<file path="config.mk">
export PLATFORM = sky130hd
export DESIGN_NAME = alu_writeback_stage_flat
export DESIGN_NICKNAME = d
export VERILOG_FILES = /design/src/rtl/alu_writeback_stage_pkg.sv /design/src/rtl/alu_writeback_stage_if.sv /design/src/rtl/wb_skid_fifo.sv /design/src/rtl/alu_writeback_stage.sv /design/src/flat_wrapper.sv
export SDC_FILE = /design/constraint.sdc
export NUM_CORES = 1
export LEC_CHECK = 0
export CORE_UTILIZATION = 34
export CTS_BUF_LIST = sky130_fd_sc_hd__clkbuf_8
export CTS_CLUSTER_DIAMETER = 80
export DETAILED_ROUTE_END_ITERATION = 10
export PLACE_DENSITY = 0.66
export SLEW_MARGIN = 20
export SYNTH_ARGS = -nofsm -noshare
export SYNTH_HDL_FRONTEND = slang
export SYNTH_SLANG_ARGS = --single-unit
</file>
<file path="constraint.sdc">
create_clock -name clk -period 2.4 [get_ports clk]
set_input_delay 0.24 -clock clk [delete_from_list [all_inputs] [get_ports clk]]
set_output_delay 0.24 -clock clk [all_outputs]
set_load 0.1 [all_outputs]
</file>
<file path="src/rtl/alu_writeback_stage_pkg.sv">
// Shared opcode encodings and default widths for the ALU writeback stage.
package alu_writeback_stage_pkg;
  localparam int WIDTH_DEF  = 8;
  localparam int DEST_W_DEF = 2;
  localparam int DEPTH_DEF  = 2;

  localparam logic [2:0] OP_ADD  = 3'd0;
  localparam logic [2:0] OP_SL   = 3'd1;
  localparam logic [2:0] OP_SR   = 3'd2;
  localparam logic [2:0] OP_AND  = 3'd3;
  localparam logic [2:0] OP_OR   = 3'd4;
  localparam logic [2:0] OP_XOR  = 3'd5;
  localparam logic [2:0] OP_NAND = 3'd6;
  localparam logic [2:0] OP_COMP = 3'd7;
endpackage

</file>
<file path="src/rtl/alu_writeback_stage_if.sv">
// ALU result inputs plus the upstream and writeback valid/ready channels.
interface alu_writeback_stage_if
  import alu_writeback_stage_pkg::*;
#(
  parameter int WIDTH  = WIDTH_DEF,
  parameter int DEST_W = DEST_W_DEF
);
  logic              in_valid;
  logic              in_ready;
  logic [2:0]        op;
  logic [DEST_W-1:0] dest;
  logic [WIDTH-1:0]  alu_add, alu_sl, alu_sr, alu_and;
  logic [WIDTH-1:0]  alu_or, alu_xor, alu_nand, alu_comp;
  logic              out_valid;
  logic              out_ready;
  logic [WIDTH-1:0]  out_data;
  logic [DEST_W-1:0] out_dest;
  logic              out_zero;
  logic              out_neg;
  logic [7:0]        retired;

  modport master (
    output in_valid, op, dest, alu_add, alu_sl, alu_sr, alu_and,
           alu_or, alu_xor, alu_nand, alu_comp, out_ready,
    input  in_ready, out_valid, out_data, out_dest, out_zero, out_neg, retired
  );

  modport slave (
    input  in_valid, op, dest, alu_add, alu_sl, alu_sr, alu_and,
           alu_or, alu_xor, alu_nand, alu_comp, out_ready,
    output in_ready, out_valid, out_data, out_dest, out_zero, out_neg, retired
  );
endinterface

</file>
<file path="src/rtl/wb_skid_fifo.sv">
// Generic DEPTH-entry valid/ready FIFO; when empty the output holds the last popped word.
module wb_skid_fifo #(
  parameter int W     = 12,
  parameter int DEPTH = 2
) (
  input  logic         clk,
  input  logic         rst,
  input  logic         in_valid,
  output logic         in_ready,
  input  logic [W-1:0] in_data,
  output logic         out_valid,
  input  logic         out_ready,
  output logic [W-1:0] out_data
);
  localparam int AW = $clog2(DEPTH);
  localparam int CW = AW + 1;

  logic [W-1:0]  mem [DEPTH];
  logic [AW-1:0] wr_ptr, rd_ptr;
  logic [CW-1:0] count;
  logic [W-1:0]  last;
  logic          push, pop;

  assign in_ready  = count < CW'(DEPTH);
  assign out_valid = count != '0;
  assign push      = in_valid & in_ready;
  assign pop       = out_valid & out_ready;
  assign out_data  = out_valid ? mem[rd_ptr] : last;

  // NOTE: sequential state uses non-blocking assignments so every register samples pre-edge values.
  always_ff @(posedge clk) begin
    if (rst) begin
      wr_ptr <= '0;
      rd_ptr <= '0;
      count  <= '0;
      last   <= '0;
    end else begin
      if (push) wr_ptr <= wr_ptr + AW'(1);
      if (pop) begin
        rd_ptr <= rd_ptr + AW'(1);
        last   <= mem[rd_ptr];
      end
      case ({push, pop})
        2'b10:   count <= count + CW'(1);
        2'b01:   count <= count - CW'(1);
        default: count <= count;
      endcase
    end
  end

  // NOTE: storage is not reset; count gates visibility, so stale words are never presented.
  always_ff @(posedge clk) begin
    if (!rst && push) mem[wr_ptr] <= in_data;
  end
endmodule

</file>
<file path="src/rtl/alu_writeback_stage.sv">
// Selects one ALU result by opcode, tags it with flags, and buffers it for register writeback.
module alu_writeback_stage
  import alu_writeback_stage_pkg::*;
#(
  parameter int WIDTH  = WIDTH_DEF,
  parameter int DEPTH  = DEPTH_DEF,
  parameter int DEST_W = DEST_W_DEF
) (
  input logic                  clk,
  input logic                  rst,
  alu_writeback_stage_if.slave bus
);
  localparam int PW = WIDTH + DEST_W + 2;

  logic [WIDTH-1:0] sel;
  logic [PW-1:0]    entry, head;
  logic             zero, neg;

  // NOTE: default assignment first keeps this combinational block from inferring a latch.
  always_comb begin
    sel = '0;
    case (bus.op)
      OP_ADD:  sel = bus.alu_add;
      OP_SL:   sel = bus.alu_sl;
      OP_SR:   sel = bus.alu_sr;
      OP_AND:  sel = bus.alu_and;
      OP_OR:   sel = bus.alu_or;
      OP_XOR:  sel = bus.alu_xor;
      OP_NAND: sel = bus.alu_nand;
      OP_COMP: sel = bus.alu_comp;
      default: sel = '0;
    endcase
  end

  // Flags travel with the entry so the consumer sees them exactly as they were at push.
  assign zero  = sel == '0;
  assign neg   = sel[WIDTH-1];
  assign entry = {sel, bus.dest, zero, neg};

  wb_skid_fifo #(.W(PW), .DEPTH(DEPTH)) u_fifo (
    .clk       (clk),
    .rst       (rst),
    .in_valid  (bus.in_valid),
    .in_ready  (bus.in_ready),
    .in_data   (entry),
    .out_valid (bus.out_valid),
    .out_ready (bus.out_ready),
    .out_data  (head)
  );

  assign {bus.out_data, bus.out_dest, bus.out_zero, bus.out_neg} = head;

  always_ff @(posedge clk) begin
    if (rst)                              bus.retired <= '0;
    else if (bus.out_valid && bus.out_ready) bus.retired <= bus.retired + 8'd1;
  end
endmodule

</file>
<file path="src/flat_wrapper.sv">
// flat-port wrapper written by rule: the top's interface ports become plain ports
module alu_writeback_stage_flat import alu_writeback_stage_pkg::*;
#(
  parameter int WIDTH  = WIDTH_DEF,
  parameter int DEPTH  = DEPTH_DEF,
  parameter int DEST_W = DEST_W_DEF
)
  (clk, rst, bus_in_valid, bus_op, bus_dest, bus_alu_add, bus_alu_sl, bus_alu_sr, bus_alu_and, bus_alu_or, bus_alu_xor, bus_alu_nand, bus_alu_comp, bus_out_ready, bus_in_ready, bus_out_valid, bus_out_data, bus_out_dest, bus_out_zero, bus_out_neg, bus_retired);
  alu_writeback_stage_if #(.WIDTH(WIDTH), .DEST_W(DEST_W)) bus_i ();
  input logic clk;
  input logic rst;
  input wire logic [$bits(bus_i.in_valid)-1:0] bus_in_valid;
  input wire logic [$bits(bus_i.op)-1:0] bus_op;
  input wire logic [$bits(bus_i.dest)-1:0] bus_dest;
  input wire logic [$bits(bus_i.alu_add)-1:0] bus_alu_add;
  input wire logic [$bits(bus_i.alu_sl)-1:0] bus_alu_sl;
  input wire logic [$bits(bus_i.alu_sr)-1:0] bus_alu_sr;
  input wire logic [$bits(bus_i.alu_and)-1:0] bus_alu_and;
  input wire logic [$bits(bus_i.alu_or)-1:0] bus_alu_or;
  input wire logic [$bits(bus_i.alu_xor)-1:0] bus_alu_xor;
  input wire logic [$bits(bus_i.alu_nand)-1:0] bus_alu_nand;
  input wire logic [$bits(bus_i.alu_comp)-1:0] bus_alu_comp;
  input wire logic [$bits(bus_i.out_ready)-1:0] bus_out_ready;
  output wire logic [$bits(bus_i.in_ready)-1:0] bus_in_ready;
  output wire logic [$bits(bus_i.out_valid)-1:0] bus_out_valid;
  output wire logic [$bits(bus_i.out_data)-1:0] bus_out_data;
  output wire logic [$bits(bus_i.out_dest)-1:0] bus_out_dest;
  output wire logic [$bits(bus_i.out_zero)-1:0] bus_out_zero;
  output wire logic [$bits(bus_i.out_neg)-1:0] bus_out_neg;
  output wire logic [$bits(bus_i.retired)-1:0] bus_retired;
  assign bus_i.in_valid = bus_in_valid;
  assign bus_i.op = bus_op;
  assign bus_i.dest = bus_dest;
  assign bus_i.alu_add = bus_alu_add;
  assign bus_i.alu_sl = bus_alu_sl;
  assign bus_i.alu_sr = bus_alu_sr;
  assign bus_i.alu_and = bus_alu_and;
  assign bus_i.alu_or = bus_alu_or;
  assign bus_i.alu_xor = bus_alu_xor;
  assign bus_i.alu_nand = bus_alu_nand;
  assign bus_i.alu_comp = bus_alu_comp;
  assign bus_i.out_ready = bus_out_ready;
  assign bus_in_ready = bus_i.in_ready;
  assign bus_out_valid = bus_i.out_valid;
  assign bus_out_data = bus_i.out_data;
  assign bus_out_dest = bus_i.out_dest;
  assign bus_out_zero = bus_i.out_zero;
  assign bus_out_neg = bus_i.out_neg;
  assign bus_retired = bus_i.retired;
  alu_writeback_stage #(.WIDTH(WIDTH), .DEPTH(DEPTH), .DEST_W(DEST_W)) u_core (.clk(clk), .rst(rst), .bus(bus_i));
endmodule
</file>
== Word-level counts from Yosys, hierarchy flattened ==
Memory sizes are Yosys's and may differ from the RTL's. A register that Yosys moved wholly into a read port is not among the register bits.
Cells that the tools add are included.
Storage, ports and cells
  register bits after elaboration: 24
  output and inout bits: 22
  memory bits (writable): 24
  bits in latches: 0
  ROM bits: 0
  logic and storage cells: 37
  memories kept: 1
Operators by class
  reduce and logical (&&, ||, !) cells: 7
  add/subtract/negate cells: 5
  equality and inequality tests: 9
  bitwise gates (word level): 2
  multiplexer cells: 7
  multiply operators: 0
  order comparisons: 1
  divide/modulo/power cells: 0
  shifts and indexed selects: 0
Memories
  u_core.u_fifo.mem: words 2, width 12, read ports 1, clocked after Yosys merged registers in 1, wr ports 1, RTL line wb_skid_fifo.sv:18  | logic [W-1:0] mem [DEPTH];
Operator list (number)
  8-bit case mux with 8 select lines: 1
  3-bit == test, second input constant: 4
  12-bit 2-to-1 mux: 1
  8-bit by 1-bit adder with 8-bit output, second input constant: 1
  8-bit zero test: 1
  3-bit by 2-bit == test with 1-bit output, second input constant: 2
  1-bit 2-to-1 mux: 4
  2-bit case mux with 2 select lines: 1
  2-bit nonzero test: 2
  3-bit by 1-bit == test with 1-bit output, second input constant: 1
  3-bit zero test: 1
  1-bit adder, second input constant: 2
  2-bit by 1-bit adder with 2-bit output, second input constant: 1
  1-bit AND: 2
  2-bit by 1-bit == test with 1-bit output, second input constant: 1
  2-bit == test, second input constant: 1
  1-bit logical AND: 2
  2-bit less-than comparator, second input constant: 1
  2-bit by 1-bit subtractor with 2-bit output, second input constant: 1
  1-bit zero test: 1

== Depth between registers and ports, before layout ==
Gate-level depths: netlist of run 1.
  depth after elaboration: 5
  gate-level depth with buffers: 8

== By module ==
From an unflattened synthesis of run 1, not the netlist that was laid out.
Second synthesis, totals
  cell total of the unflattened synthesis: 239
  area total of the unflattened synthesis: 2717.6 um2
By module, submodules not included
  wb_skid_fifo: area an instance 1685.4 um2, cells each 128, times used 1, seq. area each 1061.0 um2
  alu_writeback_stage: area an instance 1032.2 um2, cells each 111, times used 1, seq. area each 160.2 um2

== Least setup slack after synthesis of run 1 ==
Ideal clock, no wire load.
  kind: register -> output
  from: register u_core.u_fifo.count[0]
  to: output bus_out_data[0]
  cell stages (with the launch flop): 5
  required time: 2.160 ns
  arrival time: 3.027 ns
  path slack: -0.867 ns
  cells stage by stage: dfxtp_1 or2_2 clkbuf_1 buf_1 a21oi_1
Between the ends
  longest elaborated chain between the ends: 2
RTL lines
  start, declared: RTL line wb_skid_fifo.sv:20  | logic [CW-1:0] count;
  start signal, assigned: RTL line wb_skid_fifo.sv:44  | 2'b10: count <= count + CW'(1);
  start signal, assigned: RTL line wb_skid_fifo.sv:45  | 2'b01: count <= count - CW'(1);
  start signal, assigned: RTL line wb_skid_fifo.sv:46  | default: count <= count;
  2-bit nonzero test: RTL line wb_skid_fifo.sv:25  | assign out_valid = count != '0;
  via bus_out_valid: RTL line flat_wrapper.sv:25  | output wire logic [$bits(bus_i.out_valid)-1:0] bus_out_valid;
  12-bit 2-to-1 mux: RTL line wb_skid_fifo.sv:28  | assign out_data = out_valid ? mem[rd_ptr] : last;
  end, declared: RTL line flat_wrapper.sv:26  | output wire logic [$bits(bus_i.out_data)-1:0] bus_out_data;
The timed path passes the listed nets, and every way through them passes these cells.

== Worst setup path after layout of run 1 ==
  from: input bus_op[0]
  to: memory u_core.u_fifo.mem[1][1], data pin
Between the ends
  longest elaborated chain between the ends: 3
  elaborated cells between the ends (all ways): 10
  classes of those cells: 7 x eq/ne; 1 x mux; 2 x reduce/logical
RTL lines
  start, declared: RTL line flat_wrapper.sv:13  | input wire logic [$bits(bus_i.op)-1:0] bus_op;
  3-bit == test, or another cell as far along: RTL line alu_writeback_stage.sv:22  | case (bus.op)
  8-bit case mux with 8 select lines (*): RTL line alu_writeback_stage.sv:22
  8-bit zero test (*): RTL line alu_writeback_stage.sv:36  | assign zero = sel == '0;
  via u_core.zero: RTL line alu_writeback_stage.sv:17  | logic zero, neg;
  end, declared: RTL line wb_skid_fifo.sv:18
Mark *: on every way through the listed nets, which the timed path passes. The rest lies on a longest branch.

==> results.sh, run 1 <==
export IMPL_drc=0
export IMPL_slew_headroom_pct=54.0
export IMPL_synth_edf_count=22
export IMPL_min_path_type="reg -> reg"
export IMPL_avgRoutedWirePerCell_um=12.9
export IMPL_period_share_pct=90.3
export IMPL_synth_warnings=0
export IMPL_grt_pass1_vias=1969
export IMPL_layout_commonest_cell="clkdlybuf4s50_1"
export IMPL_status="finished, final reports clean"
export IMPL_design_core_area_sq_um=6830
export IMPL_post_drt_via_cell_ratio=4.83
export IMPL_worst_pin_slew_ns=0.690
export IMPL_grt_pass1_wl_mm=9.09
export IMPL_cts_buffers=5
export IMPL_syn_num_nets=294
export IMPL_synthCells=219
export IMPL_multiInputGateArea_sq_um=1260
export IMPL_cp_max_fo=9
export IMPL_crit_slowest_cell="mux4_1"
export IMPL_postPlaceCellArea_sq_um=3680
export IMPL_first_iter_violations=31
export IMPL_drive_gt1_share_pct=21.8
export IMPL_io_buffers=94
export IMPL_hold_viol_final=0
export IMPL_cellPowerDensity_nw_per_um2=1310
export IMPL_yosysUniqueCellTypes=41
export IMPL_max_freq_mhz=462
export IMPL_cts_root_buf="clkbuf_8"
export IMPL_cts_hold_buf=0
export IMPL_clk_pin_slew_ns=0.08
export IMPL_worstPathRequired_ns=2.50
export IMPL_cts_setup_buffers=0
export IMPL_cp_arrival_ns=2.26
export IMPL_ioPinCount=95
export IMPL_clockBufferDepth=2
export IMPL_fin_cells=412
export IMPL_rsz0062_at_grt="false"
export IMPL_vias=1989
export IMPL_clk_insertion_delay_late_ns=0.28
export IMPL_drv_cap=0
export IMPL_final_cell_mix="72 x clkdlybuf4s50_1, 38 x nor2_1, 24 x dfxtp_1"
export IMPL_gp_congestion=0.739
export IMPL_cts_resized_gates=0
export IMPL_finalNetCount=390
export IMPL_dp_cells=404
export IMPL_regArea_sq_um=1140
export IMPL_antenna_cells=0
export IMPL_clock_sinks=46
export IMPL_setup_viol=0
export IMPL_die_area_sq_um=7450
export IMPL_postSynth_asyncResetShare_pct=0
export IMPL_synth_seq_cells=46
export IMPL_htree_levels=2
export IMPL_ir_drop_mv=0.441
export IMPL_skew_ns=0.00461
export IMPL_cp_slowest_stage_delay_ns=0.60
export IMPL_routed_wl_mm=5.30
export IMPL_die_w_um=86.3
export IMPL_fin_hold_ws_ns=0.499
export IMPL_synth_main_ff_cell="dfxtp_1"
export IMPL_synth_area_per_cell_sq_um=11.0
export IMPL_overflow=0
export IMPL_ant_nets=0
export IMPL_path_cells="clkdlybuf4s50_1 > buf_4 > mux4_1 > o41ai_2 > o21ai_1 > nor4b_2"
export IMPL_cp_end_kind="flip-flop"
export IMPL_ys_seq_area_share_pct=47.2
export IMPL_cts_tree="done"
export IMPL_die_height_um=86.3
export IMPL_design_area_sq_um=3780
export IMPL_placementRows=30
export IMPL_synth_area_sq_um=2420
export IMPL_first_pass_iters=4
export IMPL_slew_violations=0
export IMPL_critPathKind="in -> reg"
export IMPL_fillerInstances=615
export IMPL_post_route_min_period_ns=2.17
export IMPL_track_usage_pct=15.5
export IMPL_area_growth_pct=56.3
export IMPL_place_hpwl_mm=4.14
export IMPL_initial_core_util_pct=35.4
export IMPL_antenna_found_initial=0
export IMPL_p_leak_nw=1.38
export IMPL_grt_max_degree=25
export IMPL_start_kind="input pin"
-- worst max-delay path: cells and delay by family --
| family | cells | cell delay, ns |
|---|---|---|
| compound gates | 2 | 0.48 |
| buf+inv | 2 | 0.65 |
| mux | 1 | 0.60 |
| simple gates | 1 | 0.31 |
-- stage by stage --
step | setup WS (ns) | TNS, ns | utilization [%] | power (mW)
detailed placement | -0.0824 | -0.165 | 53.8 | 4.48
finish | 0.233 | 0 | 55.3 | 4.93
floorplan | -0.253 | -1.26 | - | 3.37
global route | 0.0777 | 0 | 55.3 | 5.16
CTS | 0.221 | 0 | 55.3 | 4.98
global placement | 0.0109 | 0 | 53.8 | 4.45
-- report_power, final --
group	switching (mW)	internal, mW
clock	0.237	0.259
sequential	0.0812	0.974
combinational	2.20	1.18
total	2.52	2.41
-- worst paths after layout --
kind                          startpoint                       to  slack (ns)  cells after the start
setup / recovery               bus_op[0]  u_core.u_fifo.mem[1][1]        0.23                      6
hold / removal     u_core.u_fifo.last[3]    u_core.u_fifo.last[3]        0.50                      2
setup reg to reg  u_core.u_fifo.count[1]   u_core.u_fifo.count[1]        0.89                      5
hold reg to reg    u_core.u_fifo.last[3]    u_core.u_fifo.last[3]        0.50                      2
-- sequential cells by signal, summed over array words and instances (netlist names), named ones only --
name                  flops
u_core.u_fifo.last       11
u_core.bus.retired        8
u_core.u_fifo.wr_ptr      1
u_core.u_fifo.rd_ptr      1
u_core.u_fifo.mem        22
u_core.u_fifo.count       2
-- cell usage after synthesis (2+ instances only) --
cell type	instances	area [sq um]
nand2_1	9	33.8
mux4_1	7	184
nand3b_1	2	15.0
buf_2	3	15.0
or2_2	2	12.5
o21ai_0	3	15.0
and3_1	2	12.5
a211oi_1	12	90.1
xor2_1	7	61.3
o21a_1	2	15.0
mux2_2	7	78.8
dfxtp_1	24	480
nand3_1	5	25.0
nor2_1	38	143
nor3b_1	2	15.0
buf_1	4	15.0
ha_1	2	25.0
mux2i_1	16	160
mux4_2	2	45.0
edfxtp_1	22	661
nor3_1	2	10.0
xnor2_1	4	35.0
a21oi_1	16	80.1
inv_1	2	7.51
clkbuf_1	8	30.0
-- layer usage --
layer	up-vias	track usage (%)	part of all wire, %
met1	900	19.5	44
met5	-	0	0
met2	85	26.2	48
li1	1000	-	-
met3	4	4.67	7.7
met4	0	3.64	0.74
-- cells by family after synthesis --
| group | after synthesis | share of synthesized area, % |
|---|---|---|
| compound gates | 41 | 11.1 |
| xor+xnor | 11 | 3.99 |
| fa+ha+maj | 2 | 1.04 |
| buf+inv | 20 | 4.19 |
| flops | 46 | 47.2 |
| mux | 32 | 19.4 |
| simple gates | 67 | 13.0 |
-- cell type report --
cell class	count	share of cell area, %
tap	96	3.18
inverter	2	0.199
timing repair buffer	107	30.3
sequential	46	30.2
clock inverter	1	0.0994
multi-input combinational	153	33.4
clock buffer	7	2.55
No activity file was read; power rests on OpenSTA's default activity.
==> run 2, diff against run 1 <==
- CORE_UTILIZATION: 34 -> 45
- CTS_CLUSTER_SIZE: default -> 40
- PLACE_DENSITY: 0.66 -> 0.83
- REMOVE_ABC_BUFFERS: default -> 1
==> run 2 against run 1 <==
Worst hold slack better by 0.0048 ns. Final area decreased by 1.8%. Clock power grew 40%. Sequential power about the same. Power about the same. Final cell count down 6.1%. Clock-buffer cell count down 1. Fmax decreased by 0.64%. Highest routed layer unchanged.
==> results.sh, run 2 (same netlist as run 1, synthesis figures left out) <==
export IMPL_status="finished, final reports clean"
export IMPL_rrSetupSlack_ns=0.90
export IMPL_hold_viol_final=0
export IMPL_antenna_found_initial=0
export IMPL_setup_viol=0
export IMPL_cellPowerDensity_nw_per_um2=1330
export IMPL_layout_commonest_cell="clkdlybuf4s50_1"
export IMPL_post_drt_via_cell_ratio=5.29
export IMPL_die_area_sq_um=5670
export IMPL_vias=2048
export IMPL_clock_sinks=46
export IMPL_period_share_pct=90.9
export IMPL_worst_pin_slew_ns=0.488
export IMPL_critical_path_top_delay_family="buffers and inverters"
export IMPL_rsz0062_at_grt="false"
export IMPL_ir_drop_mv=0.846
export IMPL_cts_setup_buffers=0
export IMPL_clk_pin_slew_ns=0.08
export IMPL_globalRoute_busiestLayer="met2"
export IMPL_reg2reg_depth=4
export IMPL_crit_slowest_cell="mux4_1"
export IMPL_antenna_cells=0
export IMPL_min_path_type="reg -> reg"
export IMPL_slew_violations=0
export IMPL_setup_tns_ns=0
export IMPL_setup_ws_ns=0.219
export IMPL_cp_end_kind="flip-flop"
export IMPL_grtUsageMet3_pct=6.43
export IMPL_grtUsageMet2_pct=40.2
export IMPL_finalNetCount=391
export IMPL_skew_ns=0.00607
export IMPL_cp_max_fo=10
export IMPL_grt_pass1_wl_mm=9.25
export IMPL_ant_nets=0
export IMPL_timing_rr_start="u_core.u_fifo.count[0]"
export IMPL_top_register="u_core.u_fifo.mem"
export IMPL_gp_congestion=0.830
export IMPL_reg2reg_to="u_core.u_fifo.count[1]"
export IMPL_cp_arrival_ns=2.29
export IMPL_cts_resized_gates=0
export IMPL_cts_buffers=5
export IMPL_fin_cells=387
export IMPL_hold_path_startpoint="u_core.u_fifo.last[3]"
export IMPL_slew_headroom_pct=67.5
export IMPL_avgRoutedWirePerCell_um=14.8
export IMPL_worstPathRequired_ns=2.51
export IMPL_cts_tree="done"
export IMPL_cts_hold_buf=0
export IMPL_die_height_um=75.3
export IMPL_cts_root_buf="clkbuf_8"
export IMPL_ioPinCount=95
export IMPL_grt_pass1_vias=2015
export IMPL_cp_depth=6
export IMPL_reg_top3="u_core.u_fifo.mem (22), u_core.u_fifo.last (11), u_core.bus.retired (8)"
export IMPL_start_kind="input pin"
export IMPL_drv_cap=0
export IMPL_grt_use_met1_pct=25.6
export IMPL_dp_cells=379
export IMPL_hold_path_depth=2
export IMPL_overflow=0
export IMPL_io_buffers=94
export IMPL_routed_wl_mm=5.72
export IMPL_post_route_min_period_ns=2.18
export IMPL_crit_buf_inv=2
export IMPL_first_iter_violations=131
export IMPL_drive_gt1_share_pct=18.6
export IMPL_cp_slowest_stage_delay_ns=0.59
export IMPL_path_cells="clkdlybuf4s50_1 > buf_12 > mux4_1 > o41ai_2 > o21ai_1 > nor4b_2"
export IMPL_max_freq_mhz=459
export IMPL_grt_max_degree=24
export IMPL_hold_path_end="u_core.u_fifo.last[3]"
export IMPL_largest_reg_flops=22
export IMPL_pre_cts_slack_ns=-0.0554
export IMPL_final_cell_mix="72 x clkdlybuf4s50_1, 38 x nor2_1, 24 x dfxtp_1"
export IMPL_first_pass_iters=4
export IMPL_design_core_area_sq_um=5140
export IMPL_htree_levels=2
export IMPL_critPathKind="in -> reg"
export IMPL_p_leak_nw=1.40
export IMPL_fillerInstances=378
export IMPL_area_growth_pct=53.6
export IMPL_track_usage_pct=22.1
export IMPL_clk_insertion_delay_late_ns=0.29
export IMPL_die_w_um=75.3
export IMPL_placementRows=26
export IMPL_clockBufferDepth=2
export IMPL_place_hpwl_mm=4.50
export IMPL_drc=0
export IMPL_initial_core_util_pct=47.0
[run 2: cell type report]
cell class | count | area, sq um | share of cell area (%)
Sequential cell | 46 | 1140 | 30.7
Timing Repair Buffer | 108 | 1150 | 31.1
Clock buffer | 6 | 82.6 | 2.23
Inverter | 2 | 7.51 | 0.202
Tap cell | 70 | 87.6 | 2.36
Clock inverter | 2 | 60.1 | 1.62
Multi-Input combinational cell | 153 | 1180 | 31.8
[run 2: worst max path at each step]
stage / slack [ns] / from / to
after floorplan: -1.82 / u_core.u_fifo.count[0] / bus_out_data[7]
after global placement: 0.006 / bus_op[0] / u_core.u_fifo.mem[0][1]
after detailed placement: -0.06 / bus_op[0] / u_core.u_fifo.mem[1][1]
after CTS: 0.25 / u_core.u_fifo.count[0] / bus_out_neg
after global routing: 0.16 / u_core.u_fifo.count[0] / bus_out_neg
final: 0.22 / bus_op[0] / u_core.u_fifo.mem[1][1]
[run 2: worst reg2reg max path, stage by stage, from the launching register on]
cell	delay [ns]
dfxtp_1	0.35
o21a_1	0.23
ha_1	0.32
or3_1	0.37
a21oi_1	0.16
[run 2: through the flow]
step | cell area, sq um | hold WS, ns | power [mW] | utilization [%]
after global placement | 3570 | 0.487 | 4.22 | 69.4
final | 3710 | 0.504 | 4.94 | 72.2
after floorplan | 2320 | 0.309 | 3.02 | -
after global routing | 3710 | 0.528 | 5.14 | 72.2
after CTS | 3710 | 0.507 | 4.97 | 72.2
after detailed placement | 3570 | 0.495 | 4.27 | 69.4
[run 2: where the power goes]
part	switching, mW	internal, mW	leakage, nW	total [mW]
logic	2.08	1.09	0.926	3.17
clock network	0.250	0.444	0.0714	0.694
registers	0.0995	0.974	0.399	1.07
total	2.43	2.50	1.40	4.94
[run 2: metal layers]
metal	vias to the layer above	routed length [um]
met3	10	404
li1	1001	-
met4	0	79
met1	946	2280
met5	-	0
met2	91	2960
